<file path="config.mk">
export PLATFORM = sky130hd
export DESIGN_NAME = fifo_burst_reader
export DESIGN_NICKNAME = d
export VERILOG_FILES = /design/src/rtl/fifo_burst_reader.sv
export SDC_FILE = /design/constraint.sdc
export NUM_CORES = 1
export LEC_CHECK = 0
export ABC_AREA = 1
export BUFFER_PORTS_ARGS = -buffer_cell sky130_fd_sc_hd__buf_2
export CORE_MARGIN = 4
export CORE_UTILIZATION = 38
export CTS_CLUSTER_DIAMETER = 200
export CTS_CLUSTER_SIZE = 30
export DETAILED_ROUTE_END_ITERATION = 16
export GPL_TIMING_DRIVEN = 0
export PLACE_DENSITY = 0.69
export RECOVER_POWER = 50
export SLEW_MARGIN = 20
export SYNTH_ARGS = -nofsm -noshare
export SYNTH_HDL_FRONTEND = slang
export SYNTH_SLANG_ARGS = --single-unit
</file>
<file path="constraint.sdc">
create_clock -name rclk -period 4.1 [get_ports rclk]
set_input_delay 0.41 -clock rclk [delete_from_list [all_inputs] [get_ports rclk]]
set_output_delay 0.41 -clock rclk [all_outputs]
set_load 0.005 [all_outputs]
</file>
<file path="src/rtl/fifo_burst_reader.sv">
// fifo_burst_reader: pops a burst of words from a FIFO read port and streams them out through a 2-entry skid buffer
module fifo_burst_reader #(
  parameter int DSIZE = 8,
  parameter int CNTW  = 16
) (
  input  logic             rclk,
  input  logic             rrst,
  input  logic             start,
  input  logic [CNTW-1:0]  burst_len,
  output logic             busy,
  output logic             done,
  input  logic             rempty,
  input  logic [DSIZE-1:0] rdata,
  output logic             rinc,
  output logic             m_valid,
  output logic [DSIZE-1:0] m_data,
  input  logic             m_ready,
  output logic [CNTW-1:0]  word_cnt,
  output logic [DSIZE-1:0] xsum
);
  typedef enum logic [1:0] {IDLE, RUN, DRAIN} state_t;
  state_t state;
  logic [1:0] occ;
  logic [CNTW-1:0] remaining;
  logic [DSIZE-1:0] skid;
  logic xfer;
  // pop gating is independent of m_ready; a free skid slot is the only backpressure path
  assign rinc = state == RUN && !rempty && remaining != '0 && occ < 2'd2 && !rrst;
  assign m_valid = occ != 2'd0;
  assign xfer = m_valid && m_ready;
  assign busy = state != IDLE;
  always_ff @(posedge rclk) begin
    if (rrst) begin
      state <= IDLE;
      occ <= 2'd0;
      remaining <= '0;
      done <= 1'b0;
      m_data <= '0;
      skid <= '0;
      word_cnt <= '0;
      xsum <= '0;
    end else begin
      done <= 1'b0;
      occ <= occ + 2'(rinc) - 2'(xfer);
      if (xfer && occ == 2'd2) m_data <= skid;
      else if (rinc && (xfer || occ == 2'd0)) m_data <= rdata;
      if (rinc && occ == 2'd1 && !xfer) skid <= rdata;
      if (rinc) remaining <= remaining - 1'b1;
      if (xfer) begin
        word_cnt <= word_cnt + 1'b1;
        xsum <= xsum ^ m_data;
      end
      case (state)
        IDLE:
          if (start) begin
            if (burst_len == '0) done <= 1'b1;
            else begin
              state <= RUN;
              remaining <= burst_len;
              word_cnt <= '0;
              xsum <= '0;
            end
          end
        RUN: if (rinc && remaining == CNTW'(1)) state <= DRAIN;
        DRAIN:
          if (occ == 2'd1 && xfer) begin
            state <= IDLE;
            done <= 1'b1;
          end
        default: state <= IDLE;
      endcase
    end
  end
endmodule

</file>
==> tab_implementation.tex <==
\begin{tabular}{lr}
\hline
Metric & Value \\
\hline
\multicolumn{2}{l}{\textbf{Timing}} \\
\quad Share of the cycle needed by the critical path after routing & 63.9\% \\
\quad Worst-Margin Slew & 0.553 ns \\
\quad Post-layout min period & 2.62 ns \\
\quad Post-route clock skew & 0.00509 ns \\
\quad Number of failing setup endpoints in the final timing report & 0 \\
\quad TNS Setup & 0 ns \\
\quad Highest achievable clock rate & 0.382 GHz \\
\quad Number of slew-limit violations in the final report & 0 \\
\quad Worst slew margin relative to its limit & 63.1\% \\
\quad Hold violation total from the final report & 0 \\
\quad Unrepaired setup endpoints after global routing & no \\
\multicolumn{2}{l}{\textbf{Global routing}} \\
\quad Final global-route overflow total & 0 \\
\quad Pin count of the biggest net entering global routing & 12 \\
\quad Vias in the first global route & 3037 \\
\quad Overall routing resource usage & 16.9\% \\
\quad Number of antenna violations at the first check in global routing & 0 \\
\quad Wire length of the first global-routing pass & 13900 um \\
\multicolumn{2}{l}{\textbf{Min path}} \\
\quad Worst min-delay path class & input port to register \\
\quad Launch instance of the worst min-delay path & burst\_len[1] \\
\quad Endpoint of the worst hold path & remaining[1] \\
\quad Hold path cells & 3 \\
\multicolumn{2}{l}{\textbf{Run}} \\
\quad Count of maximum capacitance violations & 0 \\
\multicolumn{2}{l}{\textbf{Layout}} \\
\quad Growth of design area from synthesis to finish & 18.4\% \\
\quad Top library cells by usage in the layout, fill and taps aside & 94 x nand2\_1, 91 x nor2\_1, 61 x dfxtp\_1 \\
\quad Antenna fix cells & 0 \\
\quad Number of nets in the layout & 593 \\
\quad Fraction of layout cells with a size suffix above 1 & 16.7\% \\
\quad Most common library cell in the layout ignoring fill and taps & nand2\_1 \\
\multicolumn{2}{l}{\textbf{Clocking}} \\
\quad Cell at the root of the clock tree & clkbuf\_8 \\
\quad Post-CTS Hold Buffers & 0 \\
\quad CTS buffer count & 9 \\
\quad Htree depth & 3 \\
\quad Total clock sinks & 61 \\
\quad Insertion delay to the later sink of the worst-skew pair & 0.33 ns \\
\quad CTS resizes & 0 \\
\quad Longest Clk Path Bufs & 2 \\
\quad Setup bufs post-CTS & 0 \\
\quad Clock Pin Slew Worst Setup and Hold Paths & 0.07 ns \\
\quad CTS tree & built \\
\multicolumn{2}{l}{\textbf{Power}} \\
\quad P per Cell Area & 431 mW/mm\^{}2 \\
\quad Total chip power & 1.70 mW \\
\quad Maximum resistive drop on vdd & 0.203 mV \\
\quad Static Leak & 1.79 nW \\
\multicolumn{2}{l}{\textbf{Setup path}} \\
\quad Crit path kind & register to output pin \\
\quad Capture instance of the worst register-to-register path & m\_data[7] \\
\quad Launch point of the critical path & remaining[1] \\
\quad Worst endpoint required time & 3.69 ns \\
\quad Startpoint of the worst-slack reg-to-reg timing path & remaining[1] \\
\quad CP startpoint kind & register \\
\quad R2R depth & 11 \\
\quad Minimum setup slack among reg-to-reg paths & 1.89 ns \\
\quad Worst setup EP type & output pin \\
\quad Arrival time at the worst endpoint & 2.21 ns \\
\quad Highest net fanout along the worst path & 10 \\
\multicolumn{2}{l}{\textbf{Status}} \\
\quad Status & finished, final reports clean \\
\multicolumn{2}{l}{\textbf{Die}} \\
\quad I/O pin total & 65 \\
\quad Row Count & 33 \\
\quad Full die area & 0.0103 sq mm \\
\quad Height of the chip & 101 um \\
\quad Core region area & 0.00834 sq mm \\
\quad Die extent in x & 101 um \\
\quad Effective utilization at floorplan & 39.8\% \\
\multicolumn{2}{l}{\textbf{Place}} \\
\quad DPL Wire Length & 6280 um \\
\quad Count of input and output buffers & 63 \\
\quad Final weighted congestion in routability-driven placement & 0.888 \\
\multicolumn{2}{l}{\textbf{Drt}} \\
\quad Average via count per standard cell & 4.77 \\
\quad Total routed wirelength & 8160 um \\
\quad Number of vias after detailed routing & 3194 \\
\quad Mean routed wirelength per cell & 12.2 um \\
\quad Antenna viol nets, final & 0 \\
\quad DRC marker count from the first detailed-route iteration & 136 \\
\quad Number of detailed-route iterations in the first pass & 4 \\
\quad Number of design rule violations left after detail routing & 0 \\
\multicolumn{2}{l}{\textbf{Synth}} \\
\quad Syn Inst Count & 485 \\
\quad Number of distinct library cells after synthesis & 34 \\
\quad Syn Area/Cell & 6.85 sq um \\
\quad Yosys warnings & 0 \\
\quad Total of flip-flops plus latches after synthesis & 61 \\
\quad Part of the Yosys area used for sequential elements & 36.8\% \\
\quad Area of the mapped netlist & 0.00332 sq mm \\
\quad Syn\_nets & 519 \\
\hline
\end{tabular}
cells in the mapped netlist:
master    instances  share of area [%]
nand2_1          92                 10
nor2_1           90                 10
dfxtp_1          61                 37
inv_1            59                6.7
nand3_1          32                4.8
o21ai_0          32                4.8
xor2_1           15                4.0
a21oi_1          14                2.1
nand4_1          10                1.9
buf_2             9                1.4
xnor2_1           9                2.4
nor3_1            8                1.2
inv_2             6               0.68
nor2_4            6                2.0
ha_1              5                1.9
nand2_4           5                1.7
nor2_2            5               0.94
o21ai_1           5               0.75
nand2_2           4               0.75
buf_6             2               0.68
clkbuf_1          2               0.23
nand3b_1          2               0.45
a21oi_2           1               0.26
a21oi_4           1               0.49
and2_1            1               0.19
buf_1             1               0.11
buf_4             1               0.23
inv_4             1               0.19
nand4_2           1               0.38
nor3_4            1               0.49
o211ai_1          1               0.23
o211ai_2          1               0.38
o21a_1            1               0.23
or2_0             1               0.19
state kept, by name, summed over array words and instances (netlist names):
signal / count
done: 1
m_data: 8
occ: 2
remaining: 16
skid: 8
state: 2
word_cnt: 16
xsum: 8
metal layers:
metal	up-vias	wire length [um]	GRT usage, %
met5	-	0	0
met4	0	109	6.03
met3	8	538	3.51
met2	81	3500	25.3
met1	1448	4000	24.0
li1	1657	-	-
worst max path at each step:
stage,to,cells after the start,slack [ns]
floorplan,rinc,7,2.53
global route,rinc,9,1.30
detailed placement,remaining[15],10,1.93
finish,rinc,9,1.48
CTS,rinc,9,1.93
global placement,remaining[15],10,1.93
worst max-delay path, cell delays in order (launching register included):
cell	delay (ns)
dfxtp_1	0.32
inv_1	0.14
ha_1	0.17
nand2_1	0.05
nor2_1	0.10
nand2_1	0.24
nand2_4	0.13
clkinvlp_2	0.32
buf_6	0.27
buf_2	0.13
cell type report:
cell class,count,area [sq um]
inverters,66,249
clock buffers,10,138
plain buffers,15,73.8
repair buffers,63,289
fillers,904,4410
multi-input cells,343,1740
flip-flops and latches,61,1220
well taps,105,131
clock inverters,6,86.3
per-stage QoR:
stage	instances	hold WS, ns	cell area (sq um)	worst slack (ns)	util [%]
2_1_floorplan	485	0.425	3320	2.53	-
3_3_place_gp	653	0.436	3770	1.93	45.2
3_5_place_dp	653	0.443	3770	1.93	45.2
4_1_cts	669	0.342	3990	1.93	47.9
5_1_grt	669	0.370	3930	1.30	47.1
6_report	669	0.356	3930	1.48	47.1
kinds of logic after synthesis:
logic type	share of synthesized area, %
simple gates	35.6
buf+inv	10.1
flops	36.8
compound gates	9.27
xor+xnor	6.33
fa+ha+maj	1.88
power by group:
group	leakage [nW]	internal, mW	switching (mW)
registers	0.497	0.644	0.0440
logic	1.18	0.145	0.258
clock network	0.112	0.358	0.247
total	1.79	1.15	0.550
(Power assumes the default switching activity.)
